<file path="config.mk">
export PLATFORM = sky130hd
export DESIGN_NAME = button_debouncer
export DESIGN_NICKNAME = d
export VERILOG_FILES = /design/src/rtl/button_pkg.sv /design/src/rtl/button_debounce_channel.sv /design/src/rtl/button_debouncer.sv
export SDC_FILE = /design/constraint.sdc
export NUM_CORES = 1
export LEC_CHECK = 0
export CAP_MARGIN = 20
export CORE_ASPECT_RATIO = 0.6
export CORE_MARGIN = 1
export CORE_UTILIZATION = 50
export CTS_CLUSTER_SIZE = 8
export DETAILED_ROUTE_END_ITERATION = 10
export PLACE_DENSITY = 0.7
export SLEW_MARGIN = 20
export SYNTH_ARGS = -nofsm -noshare
export SYNTH_HDL_FRONTEND = slang
export SYNTH_SLANG_ARGS = --single-unit
</file>
<file path="constraint.sdc">
create_clock -name clk -period 4.3 [get_ports clk]
set_clock_uncertainty 0.1 [all_clocks]
set_input_delay 0.645 -clock clk [delete_from_list [all_inputs] [get_ports clk]]
set_output_delay 0.645 -clock clk [all_outputs]
set_load 0.02 [all_outputs]
</file>
<file path="src/rtl/button_pkg.sv">
`default_nettype none
// ============================================================================
//  Module      : button_pkg
//  Description : Shared types and constants for the button debouncer slice.
//  Revision    : 1.0 - initial release
// ============================================================================
package button_pkg;

    // Per-channel debounce state. Bit 1 doubles as "debounced level is high".
    typedef enum logic [1:0] {
        RELEASED      = 2'd0,
        CHECK_PRESS   = 2'd1,
        PRESSED       = 2'd2,
        CHECK_RELEASE = 2'd3
    } debounce_state_t;

    // 1 ms at a 50 MHz system clock.
    localparam int DEBOUNCE_CYCLES_DEFAULT = 50000;

endpackage : button_pkg
`default_nettype wire

</file>
<file path="src/rtl/button_debounce_channel.sv">
`default_nettype none
// ============================================================================
//  Module      : button_debounce_channel
//  Description : One button channel: 2-flop synchroniser, stability counter,
//                4-state debounce FSM and registered press/release pulses.
//  Revision    : 1.0 - initial release
// ============================================================================
module button_debounce_channel
    import button_pkg::*;
#(
    parameter int DEBOUNCE_CYCLES = DEBOUNCE_CYCLES_DEFAULT
) (
    input  logic clk,
    input  logic rst,
    input  logic i_raw,
    output logic o_level,
    output logic o_press,
    output logic o_release
);

    localparam int                 c_CNT_W    = $clog2(DEBOUNCE_CYCLES);
    localparam logic [c_CNT_W-1:0] c_CNT_LAST = c_CNT_W'(DEBOUNCE_CYCLES - 1);
    localparam logic [c_CNT_W-1:0] c_CNT_ONE  = c_CNT_W'(1);

    logic               r_sync_meta;
    logic               r_sync;
    debounce_state_t    r_state;
    debounce_state_t    w_state_nxt;
    logic [c_CNT_W-1:0] r_cnt;
    logic [c_CNT_W-1:0] w_cnt_nxt;
    logic               r_level;
    logic               w_level_nxt;
    logic               r_press;
    logic               w_press_nxt;
    logic               r_release;
    logic               w_release_nxt;

    // Two-flop synchroniser bringing the asynchronous button into clk domain.
    always_ff @(posedge clk or posedge rst) begin
        if (rst) begin
            r_sync_meta <= 1'b0;
            r_sync      <= 1'b0;
        end else begin
            r_sync_meta <= i_raw;
            r_sync      <= r_sync_meta;
        end
    end

    // State, counter and registered outputs; reset discards any debounce in flight.
    always_ff @(posedge clk or posedge rst) begin
        if (rst) begin
            r_state   <= RELEASED;
            r_cnt     <= '0;
            r_level   <= 1'b0;
            r_press   <= 1'b0;
            r_release <= 1'b0;
        end else begin
            r_state   <= w_state_nxt;
            r_cnt     <= w_cnt_nxt;
            r_level   <= w_level_nxt;
            r_press   <= w_press_nxt;
            r_release <= w_release_nxt;
        end
    end

    // Next-state logic: a change is accepted only after the counter reaches its
    // terminal value with the input still disagreeing; any agreeing sample aborts.
    always_comb begin
        w_state_nxt   = r_state;
        w_cnt_nxt     = r_cnt;
        w_level_nxt   = r_level;
        w_press_nxt   = 1'b0;
        w_release_nxt = 1'b0;

        case (r_state)
            RELEASED: begin
                if (r_sync) begin
                    w_state_nxt = CHECK_PRESS;
                    w_cnt_nxt   = '0;
                end
            end

            CHECK_PRESS: begin
                if (!r_sync) begin
                    w_state_nxt = RELEASED;
                    w_cnt_nxt   = '0;
                end else if (r_cnt == c_CNT_LAST) begin
                    w_state_nxt = PRESSED;
                    w_cnt_nxt   = '0;
                    w_level_nxt = 1'b1;
                    w_press_nxt = 1'b1;
                end else begin
                    w_cnt_nxt   = r_cnt + c_CNT_ONE;
                end
            end

            PRESSED: begin
                if (!r_sync) begin
                    w_state_nxt = CHECK_RELEASE;
                    w_cnt_nxt   = '0;
                end
            end

            CHECK_RELEASE: begin
                if (r_sync) begin
                    w_state_nxt = PRESSED;
                    w_cnt_nxt   = '0;
                end else if (r_cnt == c_CNT_LAST) begin
                    w_state_nxt   = RELEASED;
                    w_cnt_nxt     = '0;
                    w_level_nxt   = 1'b0;
                    w_release_nxt = 1'b1;
                end else begin
                    w_cnt_nxt     = r_cnt + c_CNT_ONE;
                end
            end

            default: begin
                w_state_nxt = RELEASED;
                w_cnt_nxt   = '0;
                w_level_nxt = 1'b0;
            end
        endcase
    end

    assign o_level   = r_level;
    assign o_press   = r_press;
    assign o_release = r_release;

endmodule : button_debounce_channel
`default_nettype wire

</file>
<file path="src/rtl/button_debouncer.sv">
`default_nettype none
// ============================================================================
//  Module      : button_debouncer
//  Description : Polarity correction plus N independent debounce channels
//                delivering clean levels and one-cycle press/release pulses.
//  Revision    : 1.0 - initial release
// ============================================================================
module button_debouncer
    import button_pkg::*;
#(
    parameter int N_BUTTONS       = 3,
    parameter int DEBOUNCE_CYCLES = DEBOUNCE_CYCLES_DEFAULT,
    parameter int ACTIVE_LOW      = 0
) (
    input  logic                 clk,
    input  logic                 reset,
    input  logic [N_BUTTONS-1:0] btn_raw,
    output logic [N_BUTTONS-1:0] btn_level,
    output logic [N_BUTTONS-1:0] btn_press,
    output logic [N_BUTTONS-1:0] btn_release
);

    logic [N_BUTTONS-1:0] w_btn_norm;

    // Normalise so that 1 always means "pressed" before synchronisation.
    assign w_btn_norm = (ACTIVE_LOW != 0) ? ~btn_raw : btn_raw;

    for (genvar gi = 0; gi < N_BUTTONS; gi++) begin : g_channel
        button_debounce_channel #(
            .DEBOUNCE_CYCLES (DEBOUNCE_CYCLES)
        ) u_channel (
            .clk       (clk),
            .rst       (reset),
            .i_raw     (w_btn_norm[gi]),
            .o_level   (btn_level[gi]),
            .o_press   (btn_press[gi]),
            .o_release (btn_release[gi])
        );
    end

endmodule : button_debouncer
`default_nettype wire

</file>
==> flow_results.xml <==
<?xml version="1.0" encoding="UTF-8"?>
<metrics>
  <group name="placement">
    <metric name="instance_count_after_placement_with_tap_cells_included" unit="">450</metric>
    <metric name="port-buffer-count" unit="">13</metric>
    <metric name="globalplace.congestion" unit="">0.849</metric>
    <metric name="detailed_place_hpwl" unit="microns">4520</metric>
  </group>
  <group name="routing">
    <metric name="routed-wl-met2" unit="microns">2810</metric>
    <metric name="drt-vias-per-instance" unit="">5.83</metric>
    <metric name="m1WireLength" unit="microns">3510</metric>
    <metric name="route.top_layer_used" unit="">met4</metric>
    <metric name="wl_per_cell" unit="microns">14.5</metric>
    <metric name="number_of_drc_markers_after_the_initial_detailed_route_iteration" unit="">200</metric>
    <metric name="drt_antenna_net_count" unit="">0</metric>
    <metric name="drt_wl_total" unit="microns">6750</metric>
    <metric name="vias" unit="">2709</metric>
    <metric name="firstDrtPassIters" unit="">5</metric>
    <metric name="detailroute.wirelength.met3" unit="microns">323</metric>
    <metric name="drc" unit="">0</metric>
  </group>
  <group name="synth">
    <metric name="post_synth_xor_xnor_area" unit="">0.0279</metric>
    <metric name="synth_sequential_area_ratio" unit="">0.501</metric>
    <metric name="synth.yosys.warnings" unit="">0</metric>
    <metric name="postSynth.asyncResetShare" unit="">1.00</metric>
    <metric name="mappedNetlistArea" unit="sq mm">0.00345</metric>
    <metric name="synth-seq-cells" unit="">69</metric>
    <metric name="cell_accounting_for_the_most_synthesized_area" unit="">sky130_fd_sc_hd__dfrtp_1</metric>
    <metric name="synth-simple-area-share" unit="">0.245</metric>
    <metric name="dominantRegCellSynth" unit="">sky130_fd_sc_hd__dfrtp_1</metric>
    <metric name="syn_nets" unit="">372</metric>
    <metric name="largest_family_of_logic_cells_by_synthesized_area" unit="">simple AND/OR/NAND/NOR gates</metric>
    <metric name="synth_enable_flop_cells" unit="">0</metric>
    <metric name="synthAdderAreaFrac" unit="">0.0109</metric>
    <metric name="synth.top_cells.by_area" unit="">sky130_fd_sc_hd__dfrtp_1 50%, sky130_fd_sc_hd__nand2_1 5.2%, sky130_fd_sc_hd__nand3_1 3.8%, sky130_fd_sc_hd__o21ai_0 3.8%, sky130_fd_sc_hd__a31oi_1 3.4%</metric>
    <metric name="post_synth_num_cell_types" unit="">51</metric>
    <metric name="syn-mean-instance-area" unit="sq um">9.47</metric>
    <metric name="post_synth_inst_count" unit="">364</metric>
    <metric name="synth_mux_area_frac" unit="">0.00907</metric>
    <metric name="synthesized_area_fraction_occupied_by_ao_oa_aoi_and_oai_cells" unit="">0.163</metric>
    <metric name="synth_largest_type_area_fraction" unit="">0.501</metric>
  </group>
  <group name="hold_path">
    <metric name="min-delay-path-class" unit="">reg -&gt; reg</metric>
  </group>
  <group name="clocking">
    <metric name="clock_insertion_delay_worst_skew" unit="ps">330</metric>
    <metric name="cts.path.max_buffers" unit="">2</metric>
    <metric name="cts_resized" unit="">0</metric>
    <metric name="htreeDepth" unit="">3</metric>
    <metric name="cts.clk_slew.worst_paths" unit="ps">50</metric>
    <metric name="post-cts-setup-buffer-count" unit="">0</metric>
    <metric name="tritoncts_num_sinks" unit="">69</metric>
    <metric name="cts.hold.buffers_added" unit="">0</metric>
    <metric name="clock_tree_from_tritoncts" unit="">yes</metric>
    <metric name="cts-root-buf" unit="">sky130_fd_sc_hd__clkbuf_16</metric>
    <metric name="cts_made_buffers" unit="">9</metric>
  </group>
  <group name="critical_path">
    <metric name="critical_path.endpoint_type" unit="">flip-flop</metric>
    <metric name="cp_data_required_time" unit="ps">4420</metric>
    <metric name="cp_max_fo" unit="">25</metric>
    <metric name="cell_by_cell_trace_of_the_critical_path" unit="">ha_1 -&gt; nand4b_1 -&gt; nor4_2 -&gt; nor2_1 -&gt; buf_4 -&gt; a21o_1 -&gt; a22o_1</metric>
    <metric name="timing.critical_path.slowest_stage_cell" unit="">sky130_fd_sc_hd__nor4_2</metric>
    <metric name="worstSetupPathType" unit="">reg -&gt; reg</metric>
    <metric name="worst-endpoint-arrival" unit="ps">2300</metric>
    <metric name="worstSetupStartpointType" unit="">flip-flop</metric>
    <metric name="critical_path.max_stage_delay" unit="ps">490</metric>
  </group>
  <group name="global_route">
    <metric name="gr-total-overflow" unit="">0</metric>
    <metric name="maximum_number_of_pins_on_one_net_before_global_route_repair" unit="">48</metric>
    <metric name="antenna_found_initial" unit="">0</metric>
    <metric name="global_route_wire_length_before_repair" unit="microns">12000</metric>
    <metric name="grt_pass1_vias" unit="">2534</metric>
    <metric name="globalRouteTotalUtil" unit="">0.220</metric>
  </group>
  <group name="floorplan">
    <metric name="initial_utilization" unit="">0.516</metric>
    <metric name="ios" unit="">14</metric>
    <metric name="die_height" unit="microns">66.3</metric>
    <metric name="placeableCoreArea" unit="sq mm">0.00668</metric>
    <metric name="floorplan.die_area" unit="sq mm">0.00724</metric>
    <metric name="num_rows" unit="">23</metric>
    <metric name="die_x" unit="microns">109</metric>
  </group>
  <group name="final_layout">
    <metric name="final_net_count" unit="">382</metric>
    <metric name="multi_input_comb_area" unit="sq mm">0.00158</metric>
    <metric name="seqCellArea" unit="sq mm">0.00173</metric>
    <metric name="layout-drive-gt1-share" unit="">0.0847</metric>
    <metric name="layout_commonest_cell" unit="">sky130_fd_sc_hd__dfrtp_1</metric>
    <metric name="instances_no_fill" unit="">465</metric>
    <metric name="layout-area-overhead-vs-synth" unit="%">12.4</metric>
    <metric name="final_core_utilization" unit="">0.580</metric>
    <metric name="antennaDiodeCount" unit="">0</metric>
    <metric name="final.fill_count" unit="">574</metric>
    <metric name="layout.cells.most_common_list" unit="">69 x sky130_fd_sc_hd__dfrtp_1, 48 x sky130_fd_sc_hd__nand2_1, 26 x sky130_fd_sc_hd__nand3_1, 26 x sky130_fd_sc_hd__o21ai_0, 21 x sky130_fd_sc_hd__nor2_1</metric>
  </group>
  <group name="sta">
    <metric name="fmax" unit="MHz">459</metric>
    <metric name="setup_tns" unit="ps">0</metric>
    <metric name="tightestPinTransition" unit="ps">675</metric>
    <metric name="rsz0062_at_grt" unit="">false</metric>
    <metric name="post-route-period-util" unit="">0.507</metric>
    <metric name="final.min_clock_period" unit="ps">2180</metric>
    <metric name="setup_viol" unit="">0</metric>
    <metric name="maxSlewHeadroom" unit="">0.549</metric>
    <metric name="report.final.slew_viol_count" unit="">0</metric>
    <metric name="hold_violations" unit="">0</metric>
    <metric name="whs" unit="ps">245</metric>
  </group>
  <group name="pwr">
    <metric name="leakage" unit="uW">0.00162</metric>
    <metric name="worst_ir_drop_vdd" unit="uV">343</metric>
    <metric name="power_density" unit="mW/mm^2">445</metric>
    <metric name="totalPowerFinal" unit="uW">1730</metric>
  </group>
  <group name="run">
    <metric name="cap_viol_max_count" unit="">0</metric>
  </group>
  <group name="status">
    <metric name="status" unit="">complete, no violations</metric>
  </group>
</metrics>
==> cell usage after synthesis, types with 4 or more instances <==
cell type / n
sky130_fd_sc_hd__and2_1: 5
sky130_fd_sc_hd__o21ai_1: 6
sky130_fd_sc_hd__clkbuf_1: 5
sky130_fd_sc_hd__a22o_1: 5
sky130_fd_sc_hd__and3_1: 7
sky130_fd_sc_hd__xor2_1: 9
sky130_fd_sc_hd__dfrtp_1: 69
sky130_fd_sc_hd__nand3_1: 26
sky130_fd_sc_hd__buf_4: 9
sky130_fd_sc_hd__o22ai_1: 4
sky130_fd_sc_hd__inv_1: 14
sky130_fd_sc_hd__a41oi_1: 4
sky130_fd_sc_hd__nand4_1: 9
sky130_fd_sc_hd__a21oi_1: 16
sky130_fd_sc_hd__a31oi_1: 19
sky130_fd_sc_hd__nor2_1: 22
sky130_fd_sc_hd__o21ai_0: 26
sky130_fd_sc_hd__or3_1: 8
sky130_fd_sc_hd__and4_1: 7
sky130_fd_sc_hd__nand2_1: 48
==> path summary, 6_finish.rpt <==
kind / startpoint / slack (ps) / endpoint / cells past startpoint
max in group asynchronous: reset / 2580 / g_channel[0].u_channel.r_cnt[5] / 3
max reg2reg: g_channel[1].u_channel.r_cnt[0] / 2120 / g_channel[1].u_channel.r_cnt[3] / 7
min in group asynchronous: reset / 550 / g_channel[0].u_channel.r_cnt[15] / 2
max: g_channel[1].u_channel.r_cnt[0] / 2120 / g_channel[1].u_channel.r_cnt[3] / 7
min reg2reg: g_channel[1].u_channel.r_sync_meta / 240 / g_channel[1].u_channel.r_sync / 0
min: g_channel[1].u_channel.r_sync_meta / 240 / g_channel[1].u_channel.r_sync / 0
==> worst max-delay path, delay by kind of cell (launching register included) <==
family	cells	cell delay (ps)
flops	1	410
fa+ha+maj	1	230
buf+inv	1	230
compound gates	2	350
simple gates	3	750
==> metrics by stage <==
step	instance area, sq um	setup slack [ps]
finish	3870	2120
global route	3870	1960
CTS	3870	2110
detailed placement	3610	2110
global placement	3610	2160
floorplan	3450	1820
==> registers in the layout, indices dropped and copies added (netlist names), named ones only <==
signal	cells
g_channel.u_channel.o_level	3
g_channel.u_channel.r_cnt	48
g_channel.u_channel.r_sync_meta	3
g_channel.u_channel.r_state	3
g_channel.u_channel.r_sync	3
g_channel.u_channel.o_press	3
g_channel.u_channel.o_release	3
==> kinds of logic (layout without fill, tap and decap cells) <==
group                      after synthesis  after routing
AOI/OAI and AO/OA                       91             91
xor gates and xnor gates                11             11
buffers and inverters                   30             44
and+or+nand+nor                        157            157
muxes                                    3              3
DFF                                     69             69
adders and majority gates                3              3
==> routing by layer <==
layer,up-vias,global-route usage
met5,-,0
met4,0,0.0767
li1,1338,-
met1,1289,0.319
met3,11,0.0680
met2,71,0.308
==> power by group <==
part	switching (uW)	internal, uW	total (uW)	leakage [uW]
logic	228	102	330	0.000564
clock network	266	385	650	0.000123
registers	54.6	691	745	0.000935
==> cell type report <==
cell class,instances,area share
Clock inverter,6,0.0107
Timing Repair Buffer,15,0.0375
Tap cell,87,0.0281
Sequential cell,69,0.446
Clock buffer,9,0.0581
Inverter,14,0.0136
Multi-Input combinational cell,265,0.407
Power figures use the tool's default switching activity.
